--- src/rtl/add_seq_arb.sv ---
// ---------------------------------------------------------------------------
// add_seq_arb
//
// Bit-serial sequencer and arbiter that shares one registered 1-bit full
// adder among NUM_REQ requesters. One WIDTH-bit addition is accepted at a
// time, stepped through the adder LSB-first with the carry fed back, and the
// sum plus carry-out are returned over a valid/ready response channel.
//
// Configuration macro:
//   ADD_SEQ_ARB_FIXED_PRIO_EN  defined   -> fixed priority, lowest index wins
//                              undefined -> round-robin starting at requester 0
//
// Ports:
//   clk         in   clock, rising edge
//   reset       in   asynchronous, active-low reset
//   req_valid   in   [NUM_REQ]        per-requester request valid
//   req_ready   out  [NUM_REQ]        one-hot accept strobe (IDLE only)
//   req_a       in   [NUM_REQ*WIDTH]  operand A, requester i at [i*WIDTH +: WIDTH]
//   req_b       in   [NUM_REQ*WIDTH]  operand B, same packing
//   req_cin     in   [NUM_REQ]        carry-in per requester
//   rsp_valid   out  result valid
//   rsp_ready   in   result accepted
//   rsp_id      out  [IDW]            owner of the result
//   rsp_sum     out  [WIDTH]          sum
//   rsp_cout    out  carry-out
//   fa_a/b/c    out  full adder inputs
//   fa_sum      in   full adder registered sum
//   fa_carry    in   full adder registered carry
//   busy        out  high whenever not IDLE
// ---------------------------------------------------------------------------
module add_seq_arb #(
    parameter int NUM_REQ = 2,
    parameter int WIDTH   = 8,
    parameter int IDW     = $clog2(NUM_REQ)
) (
    input  logic                     clk,
    input  logic                     reset,
    input  logic [NUM_REQ-1:0]       req_valid,
    output logic [NUM_REQ-1:0]       req_ready,
    input  logic [NUM_REQ*WIDTH-1:0] req_a,
    input  logic [NUM_REQ*WIDTH-1:0] req_b,
    input  logic [NUM_REQ-1:0]       req_cin,
    output logic                     rsp_valid,
    input  logic                     rsp_ready,
    output logic [IDW-1:0]           rsp_id,
    output logic [WIDTH-1:0]         rsp_sum,
    output logic                     rsp_cout,
    output logic                     fa_a,
    output logic                     fa_b,
    output logic                     fa_c,
    input  logic                     fa_sum,
    input  logic                     fa_carry,
    output logic                     busy
);

    localparam int KW = $clog2(WIDTH);

    typedef enum logic [1:0] {
        IDLE,
        RUN,
        DRAIN,
        RESP
    } state_t;

    state_t             state_q, state_d;
    logic [WIDTH-1:0]   opA_q, opA_d;
    logic [WIDTH-1:0]   opB_q, opB_d;
    logic [WIDTH-1:0]   sum_q, sum_d;
    logic               cin_q, cin_d;
    logic               cout_q, cout_d;
    logic [KW-1:0]      bitIdx_q, bitIdx_d;
    logic [IDW-1:0]     id_q, id_d;

    logic               anyValid;
    logic [IDW-1:0]     grantIdx;
    logic [WIDTH-1:0]   selA;
    logic [WIDTH-1:0]   selB;
    logic               selCin;

`ifndef ADD_SEQ_ARB_FIXED_PRIO_EN
    logic [IDW-1:0]     lastGrant_q, lastGrant_d;
    logic [IDW-1:0]     candIdx;
`endif

    // Pick the winning requester and mux its operands. The search loop runs
    // from lowest to highest priority so the last hit (highest priority)
    // overwrites earlier ones, which avoids a separate "found" flag.
    always_comb begin
        anyValid = 1'b0;
        grantIdx = '0;
        selA     = '0;
        selB     = '0;
        selCin   = 1'b0;
`ifdef ADD_SEQ_ARB_FIXED_PRIO_EN
        for (int i = NUM_REQ - 1; i >= 0; i--) begin
            if (req_valid[IDW'(i)]) begin
                anyValid = 1'b1;
                grantIdx = IDW'(i);
            end
        end
`else
        candIdx = '0;
        // Offset NUM_REQ wraps back to lastGrant itself (lowest priority);
        // offset 1 is the requester just after it (highest priority).
        for (int i = NUM_REQ; i >= 1; i--) begin
            candIdx = IDW'((int'(lastGrant_q) + i) % NUM_REQ);
            if (req_valid[candIdx]) begin
                anyValid = 1'b1;
                grantIdx = candIdx;
            end
        end
`endif
        for (int i = 0; i < NUM_REQ; i++) begin
            if (grantIdx == IDW'(i)) begin
                selA   = req_a[i*WIDTH +: WIDTH];
                selB   = req_b[i*WIDTH +: WIDTH];
                selCin = req_cin[i];
            end
        end
    end

    // Next-state and output logic. The sum register is a right shift
    // register: each adder result enters at the MSB, so after exactly WIDTH
    // shifts (WIDTH-1 in RUN, one in DRAIN) bit k of the sum sits at index k.
    // req_ready is gated by reset so no grant is shown while reset is held.
    always_comb begin
        state_d     = state_q;
        opA_d       = opA_q;
        opB_d       = opB_q;
        sum_d       = sum_q;
        cin_d       = cin_q;
        cout_d      = cout_q;
        bitIdx_d    = bitIdx_q;
        id_d        = id_q;
`ifndef ADD_SEQ_ARB_FIXED_PRIO_EN
        lastGrant_d = lastGrant_q;
`endif
        req_ready   = '0;
        rsp_valid   = 1'b0;
        fa_a        = 1'b0;
        fa_b        = 1'b0;
        fa_c        = 1'b0;
        busy        = (state_q != IDLE);

        case (state_q)
            IDLE: begin
                if (anyValid && reset) begin
                    req_ready   = NUM_REQ'(1) << grantIdx;
                    opA_d       = selA;
                    opB_d       = selB;
                    cin_d       = selCin;
                    id_d        = grantIdx;
`ifndef ADD_SEQ_ARB_FIXED_PRIO_EN
                    lastGrant_d = grantIdx;
`endif
                    bitIdx_d    = '0;
                    state_d     = RUN;
                end
            end
            RUN: begin
                fa_a = opA_q[bitIdx_q];
                fa_b = opB_q[bitIdx_q];
                fa_c = (bitIdx_q == '0) ? cin_q : fa_carry;
                // Adder output lags one cycle, so bit k-1 arrives during k.
                if (bitIdx_q != '0) begin
                    sum_d = {fa_sum, sum_q[WIDTH-1:1]};
                end
                if (bitIdx_q == KW'(WIDTH - 1)) begin
                    state_d = DRAIN;
                end else begin
                    bitIdx_d = bitIdx_q + KW'(1);
                end
            end
            DRAIN: begin
                sum_d   = {fa_sum, sum_q[WIDTH-1:1]};
                cout_d  = fa_carry;
                state_d = RESP;
            end
            RESP: begin
                rsp_valid = 1'b1;
                if (rsp_ready) begin
                    state_d = IDLE;
                end
            end
            default: begin
                state_d = IDLE;
            end
        endcase
    end

    // State and datapath registers. Reset discards any operation in flight
    // and points the round-robin pointer at the last requester so that
    // requester 0 wins the first arbitration.
    always_ff @(posedge clk or negedge reset) begin
        if (!reset) begin
            state_q     <= IDLE;
            opA_q       <= '0;
            opB_q       <= '0;
            sum_q       <= '0;
            cin_q       <= 1'b0;
            cout_q      <= 1'b0;
            bitIdx_q    <= '0;
            id_q        <= '0;
`ifndef ADD_SEQ_ARB_FIXED_PRIO_EN
            lastGrant_q <= IDW'(NUM_REQ - 1);
`endif
        end else begin
            state_q     <= state_d;
            opA_q       <= opA_d;
            opB_q       <= opB_d;
            sum_q       <= sum_d;
            cin_q       <= cin_d;
            cout_q      <= cout_d;
            bitIdx_q    <= bitIdx_d;
            id_q        <= id_d;
`ifndef ADD_SEQ_ARB_FIXED_PRIO_EN
            lastGrant_q <= lastGrant_d;
`endif
        end
    end

    assign rsp_id   = id_q;
    assign rsp_sum  = sum_q;
    assign rsp_cout = cout_q;

endmodule

--- config.mk ---
export PLATFORM = sky130hd
export DESIGN_NAME = add_seq_arb
export DESIGN_NICKNAME = d
export VERILOG_FILES = /design/src/rtl/add_seq_arb.sv
export SDC_FILE = /design/constraint.sdc
export NUM_CORES = 1
export LEC_CHECK = 0
export BUFFER_PORTS_ARGS = -buffer_cell sky130_fd_sc_hd__buf_2
export CORE_MARGIN = 2
export CORE_UTILIZATION = 35
export CTS_BUF_LIST = sky130_fd_sc_hd__clkbuf_16
export DETAILED_ROUTE_END_ITERATION = 7
export GPL_ROUTABILITY_DRIVEN = 0
export PLACE_DENSITY = 0.56
export REMOVE_ABC_BUFFERS = 1
export SLEW_MARGIN = 20
export SYNTH_ARGS = -nofsm -noshare
export SYNTH_HDL_FRONTEND = slang
export SYNTH_SLANG_ARGS = --single-unit
--- constraint.sdc ---
create_clock -name clk -period 2.2 [get_ports clk]
set_input_delay 0.11 -clock clk [delete_from_list [all_inputs] [get_ports clk]]
set_output_delay 0.11 -clock clk [all_outputs]
set_load 0.01 [all_outputs]
# After elaboration in Yosys (flattened, before gate mapping)
# Cells that the tools add are included.
[word_totals]
out_inout_bits = 17
reg_bits = 33
input_bits = 41
[classes]
reduce_logical = 11
n_eq_ne = 9
shifts = 1
order_cmp = 3
add_sub_neg = 3
mux = 31
[op_table]
columns = ["operator", "count"]
rows = [
  ["$mux 8", 3],
  ["$mux 1", 16],
  ["$pmux 8 s2", 1],
  ["$mux 2", 5],
  ["$ne 2x2->1 const B", 5],
  ["$pmux 2 s4", 1],
  ["$bmux 1 s3", 2],
  ["$mux 3", 2],
  ["$pmux 3 s2", 1],
  ["$reduce_and 3->1", 2],
  ["$reduce_bool 2->1", 3],
  ["$eq 2x2->1 const B", 2],
  ["$lt 1x2->1 const B", 2],
  ["$lt 3x4->1 const B", 1],
  ["$reduce_and 2->1", 2],
  ["$add 3x1->3 const B", 1],
  ["$eq 3x3->1 const B", 1],
  ["$logic_not 3->1", 1],
  ["$reduce_bool 3->1", 1],
  ["$add 1x1->1 const B", 2],
  ["$eq 2x1->1 const B", 1],
  ["$logic_not 2->1", 1],
  ["$shl 1x1->2 const A", 1],
  ["$logic_and 1x1->1", 1],
]

# Depth between registers and ports, before layout
[logic_depth]
ltp_word = 8
mapped_depth = 7

# Worst setup path after synthesis
# No wires, ideal clock.
[synth_path]
path_kind = "flip-flop to flip-flop"
start = "register bitIdx_q[1]"
end = "register state_q[1]"
period_less_slack_ps = 1625
n_path_buf = 0
setup_slack_ps = 575
path_stages_with_launch = 6
t_required_ps = 2075
t_arrival_ps = 1500
cell_sequence = "dfrtp_1 > ha_1 > ha_1 > inv_1 > a222oi_1 > mux2_2"
[synth_between]
elab_chain_cells = 3
[synth_lines]
columns = ["element", "line", "rtl"]
rows = [
  ["start, declared", "71", "logic [KW-1:0] bitIdx_q, bitIdx_d;"],
  ["start signal, assigned", "214", "bitIdx_q <= bitIdx_d;"],
  ["$eq 3x3->1", "168", "if (bitIdx_q == KW'(WIDTH - 1)) begin"],
  ["$ne 2x2->1 (no line)", "n/a", ""],
  ["$reduce_and 3->1 (no line)", "n/a", ""],
  ["end signal, assigned", "208", "state_q <= state_d;"],
  ["end, declared", "65", "state_t state_q, state_d;"],
]
# Every way passes these cells.
# A chain may end at the register's enable or synchronous reset.

# Worst setup path in the final report
[layout_path]
start = "register state_q[0]"
end = "output port req_ready[0]"
[layout_between]
elab_chain_cells = 2
[layout_lines]
columns = ["element", "line", "rtl"]
rows = [
  ["$logic_not 2->1", "145", "case (state_q)"],
  ["$mux 2", "145", ""],
  ["end, declared", "39", "output logic [NUM_REQ-1:0] req_ready,"],
]
# Every way passes these cells.

==> run metrics <==
area of the multi-input gates=between 700 and 800 um2; worst min-delay path category=input port to register; half-perimeter wire length after placement=2990 um; Total Negative Setup Slacks=0 ns; initial core utilization=around 36%; Arrival @ worst endpoint=1.81 ns; number of cells in the design after placement=260; adder and majority cell fraction of the synthesized area=slightly above 5%; number of global-route vias before repair=roughly 1500; share of synthesized flip-flops with an asynchronous set or reset=100%; R2R setup slack=~0.38 ns; Worst-path clk slew=roughly 0.050 ns; remaining design rule violation count=0; Final Hold Fails=0; Total Routed Length=about 4000 um; I/O Buffers=57; Tcrit/Tclk final=just under 90%; overall via count from detail_route=around 1400; Max Fclk=around 520 MHz; XOR/XNOR share of the synthesized area=0%; fraction of post-synthesis cell area in the top cell type by area=a little under half; Setup CP Type=register to output pin; compound-gate portion of the synthesized area=approximately 16%; cell taking the most area after synthesis=sky130_fd_sc_hd__dfrtp_1; number of gates resized after CTS=0; sequential cell area fraction in the yosys report=between 40 and 50%; RSZ-0062 raised after global routing=no; overall global routing resource usage=16.2%; main combinational cell family by area after synthesis=compound AO/OA/AOI/OAI gates; Peak supply drop=437 uV; post-synthesis simple-gate area fraction=between 10% and 20%; CTS tree=done; final setup skew=around 0.0013 ns; detailed-routing iteration count for the pre-antenna-repair pass=5; top_reg_cell synth=sky130_fd_sc_hd__dfrtp_1; number of max-cap violations=0; count of clock tree sinks=33; Clock Path Buffers=2; Finished Layout Cells=roughly 270; most common cell in the synthesized netlist=sky130_fd_sc_hd__dfrtp_1; antenna diode count=0; floorplan die width=74.1 um; gate count of the mapped netlist=approximately 140; highest fanout seen on the critical path=20; Worst Hold Endpoint=opB_q[5]; distinct cell type count of the synthesized netlist=32; first-pass GRT wire length=6690 um; latest clock arrival within the worst-skew pair=between 0.2 and 0.3 ns; launch instance of the worst min-delay path=req_b[13]; clock root buffer master=sky130_fd_sc_hd__clkbuf_16; total of endpoints with negative setup slack in the final report=0; Synth area leaders=sky130_fd_sc_hd__dfrtp_1, sky130_fd_sc_hd__a221o_1, sky130_fd_sc_hd__mux2_2, sky130_fd_sc_hd__and2_1, sky130_fd_sc_hd__mux4_2; count of flip-flops with a built-in enable after synthesis=0; die extent in y=about 74 um; Top Ports=58; 1st-iter DRT viols=87; post-detailed-route wirelength per cell=~15 um; Sequential Area=827 um2; count of pins over their slew limit=0; remaining number of nets flagged by the antenna check after routing=0; final core occ=46.7%; total clock buffers created by CTS=5; synthesized area per cell=between 10 and 15 um2; maximum number of pins on one net before global-route repair=32; total core area=around 4700 um2; WHS Path Cells=2; worst reg2reg path depth=4; total of fill cells in the finished design=around 460; number of nets at the end of the flow=between 200 and 250; mux cell area share after synthesis=around 14%; via density per instance=5.03; origin of the critical flop-to-flop path=state_q[1]; worst slack on hold paths=between 0.06 and 0.07 ns; total leakage power=1.09 nW; relative area change from synthesis to final layout=28.1%; r2r endpoint=rsp_sum[6]; Post-synth top cells=sky130_fd_sc_hd__dfrtp_1, sky130_fd_sc_hd__a221o_1, sky130_fd_sc_hd__and2_1; kind of end point of the critical path=output pin; result of the run=completed; FF+latch count, synth=33; Worst setup SP type=register; Tightest Pin Transition=~0.40 ns; Die Outline Area=5500 um2; WP data required=2.09 ns; H-tree levels=2; remaining global-route overflow=0; minimum clock period=1.92 ns; max-slew headroom at the worst pin=73.3%; number of warnings printed during yosys synthesis=0; pwr dens=about 1400 nW/um2; post-synthesis cell area=1720 um2; antenna violations before repair=0; number of placement rows=25; fraction of layout cells with a size suffix above 1=41.6%
[metal layers]
metal | track usage (%) | wire [um] | up-vias | part of all wire [%]
li1 | - | - | 641 | -
met1 | 20.1 | 1710 | 679 | 43
met2 | 27.4 | 2130 | 28 | 53
met3 | 2.71 | 95 | 6 | 2.4
met4 | 8.08 | 60 | 0 | 1.5
met5 | 0 | 0 | - | 0
[cells in the final DEF (no fill, tap or decap)]
cell type | synthesis | layout
sky130_fd_sc_hd__nand2_1 | 7 | 7
sky130_fd_sc_hd__inv_1 | 11 | 14
sky130_fd_sc_hd__o211ai_1 | 1 | 1
sky130_fd_sc_hd__a211oi_1 | 1 | 1
sky130_fd_sc_hd__nor2_1 | 1 | 1
sky130_fd_sc_hd__mux4_2 | 4 | 4
sky130_fd_sc_hd__a22o_1 | 1 | 1
sky130_fd_sc_hd__and2_1 | 17 | 17
sky130_fd_sc_hd__and3_1 | 1 | 1
sky130_fd_sc_hd__nand2b_1 | 2 | 2
sky130_fd_sc_hd__buf_2 | 4 | 57
sky130_fd_sc_hd__a221o_1 | 17 | 17
sky130_fd_sc_hd__o21ai_1 | 1 | 1
sky130_fd_sc_hd__dfrtp_1 | 32 | 32
sky130_fd_sc_hd__mux2i_1 | 1 | 1
sky130_fd_sc_hd__a222oi_1 | 1 | 1
sky130_fd_sc_hd__a21oi_1 | 5 | 5
sky130_fd_sc_hd__o2bb2ai_1 | 1 | 1
sky130_fd_sc_hd__clkbuf_16 | 0 | 5
sky130_fd_sc_hd__mux2_2 | 10 | 10
sky130_fd_sc_hd__dfstp_2 | 1 | 1
sky130_fd_sc_hd__a21o_1 | 2 | 2
sky130_fd_sc_hd__mux2i_4 | 1 | 1
sky130_fd_sc_hd__o21ai_0 | 2 | 2
sky130_fd_sc_hd__ha_1 | 7 | 7
sky130_fd_sc_hd__and4_4 | 1 | 1
sky130_fd_sc_hd__nand2b_4 | 1 | 1
sky130_fd_sc_hd__dlygate4sd3_1 | 0 | 1
sky130_fd_sc_hd__o32a_1 | 1 | 1
sky130_fd_sc_hd__buf_4 | 2 | 4
sky130_fd_sc_hd__nand3_1 | 1 | 1
sky130_fd_sc_hd__a31oi_1 | 1 | 1
[state kept, by name (all words and copies together), names as in the netlist]
name         cells
lastGrant_q      1
opA_q            8
bitIdx_q         3
state_q          2
rsp_sum          8
rsp_id           1
cin_q            1
opB_q            8
rsp_cout         1
[how the worst max path moves through the flow]
stage                     from            to  slack (ns)  cells after the start
floorplan           state_q[0]         cin_q        0.14                      5
global placement    state_q[1]    rsp_sum[7]        0.46                      4
detailed placement  state_q[1]    rsp_sum[6]        0.36                      4
CTS                 state_q[0]  req_ready[0]        0.29                      6
global route        state_q[0]  req_ready[0]        0.15                      6
finish              state_q[0]  req_ready[0]        0.28                      6
[kinds of logic after synthesis]
| kind of cell | after synthesis |
|---|---|
| adders and majority gates | 7 |
| and+or+nand+nor | 31 |
| buffers and inverters | 20 |
| DFF | 33 |
| AOI/OAI and AO/OA | 34 |
| muxes | 16 |
[layout make-up]
cell class	instances	area share, %
clock inverter	3	0.510
multi-input combinational	88	35.9
inverter	11	1.87
timing repair buffer	62	14.7
tap	67	3.80
sequential	33	37.5
clock buffer	5	5.67
[critical path, stage by stage (launching register included)]
cell and delay, ns:
sky130_fd_sc_hd__dfrtp_1 0.41, sky130_fd_sc_hd__inv_1 0.10, sky130_fd_sc_hd__ha_1 0.33, sky130_fd_sc_hd__nand3_1 0.11, sky130_fd_sc_hd__a21oi_1 0.14, sky130_fd_sc_hd__buf_4 0.26, sky130_fd_sc_hd__buf_2 0.18
[what timing repair did]
item	CTS	global route
endpoints found under the hold margin	5	0
setup buffers	0	0
hold buffers	1	0
[through the flow]
stage	cell area, um2	power, mW	worst slack, ns
floorplan	1660	2.09	0.144
global placement	2060	2.47	0.464
detailed placement	2060	2.53	0.365
CTS	2210	3.18	0.295
global route	2210	3.38	0.155
finish	2210	3.14	0.284
[where the power goes]
| part | internal, mW | switching (mW) |
|---|---|---|
| clock network | 0.405 | 0.225 |
| logic | 0.780 | 0.644 |
| registers | 0.911 | 0.174 |
(Power assumes the default switching activity.)
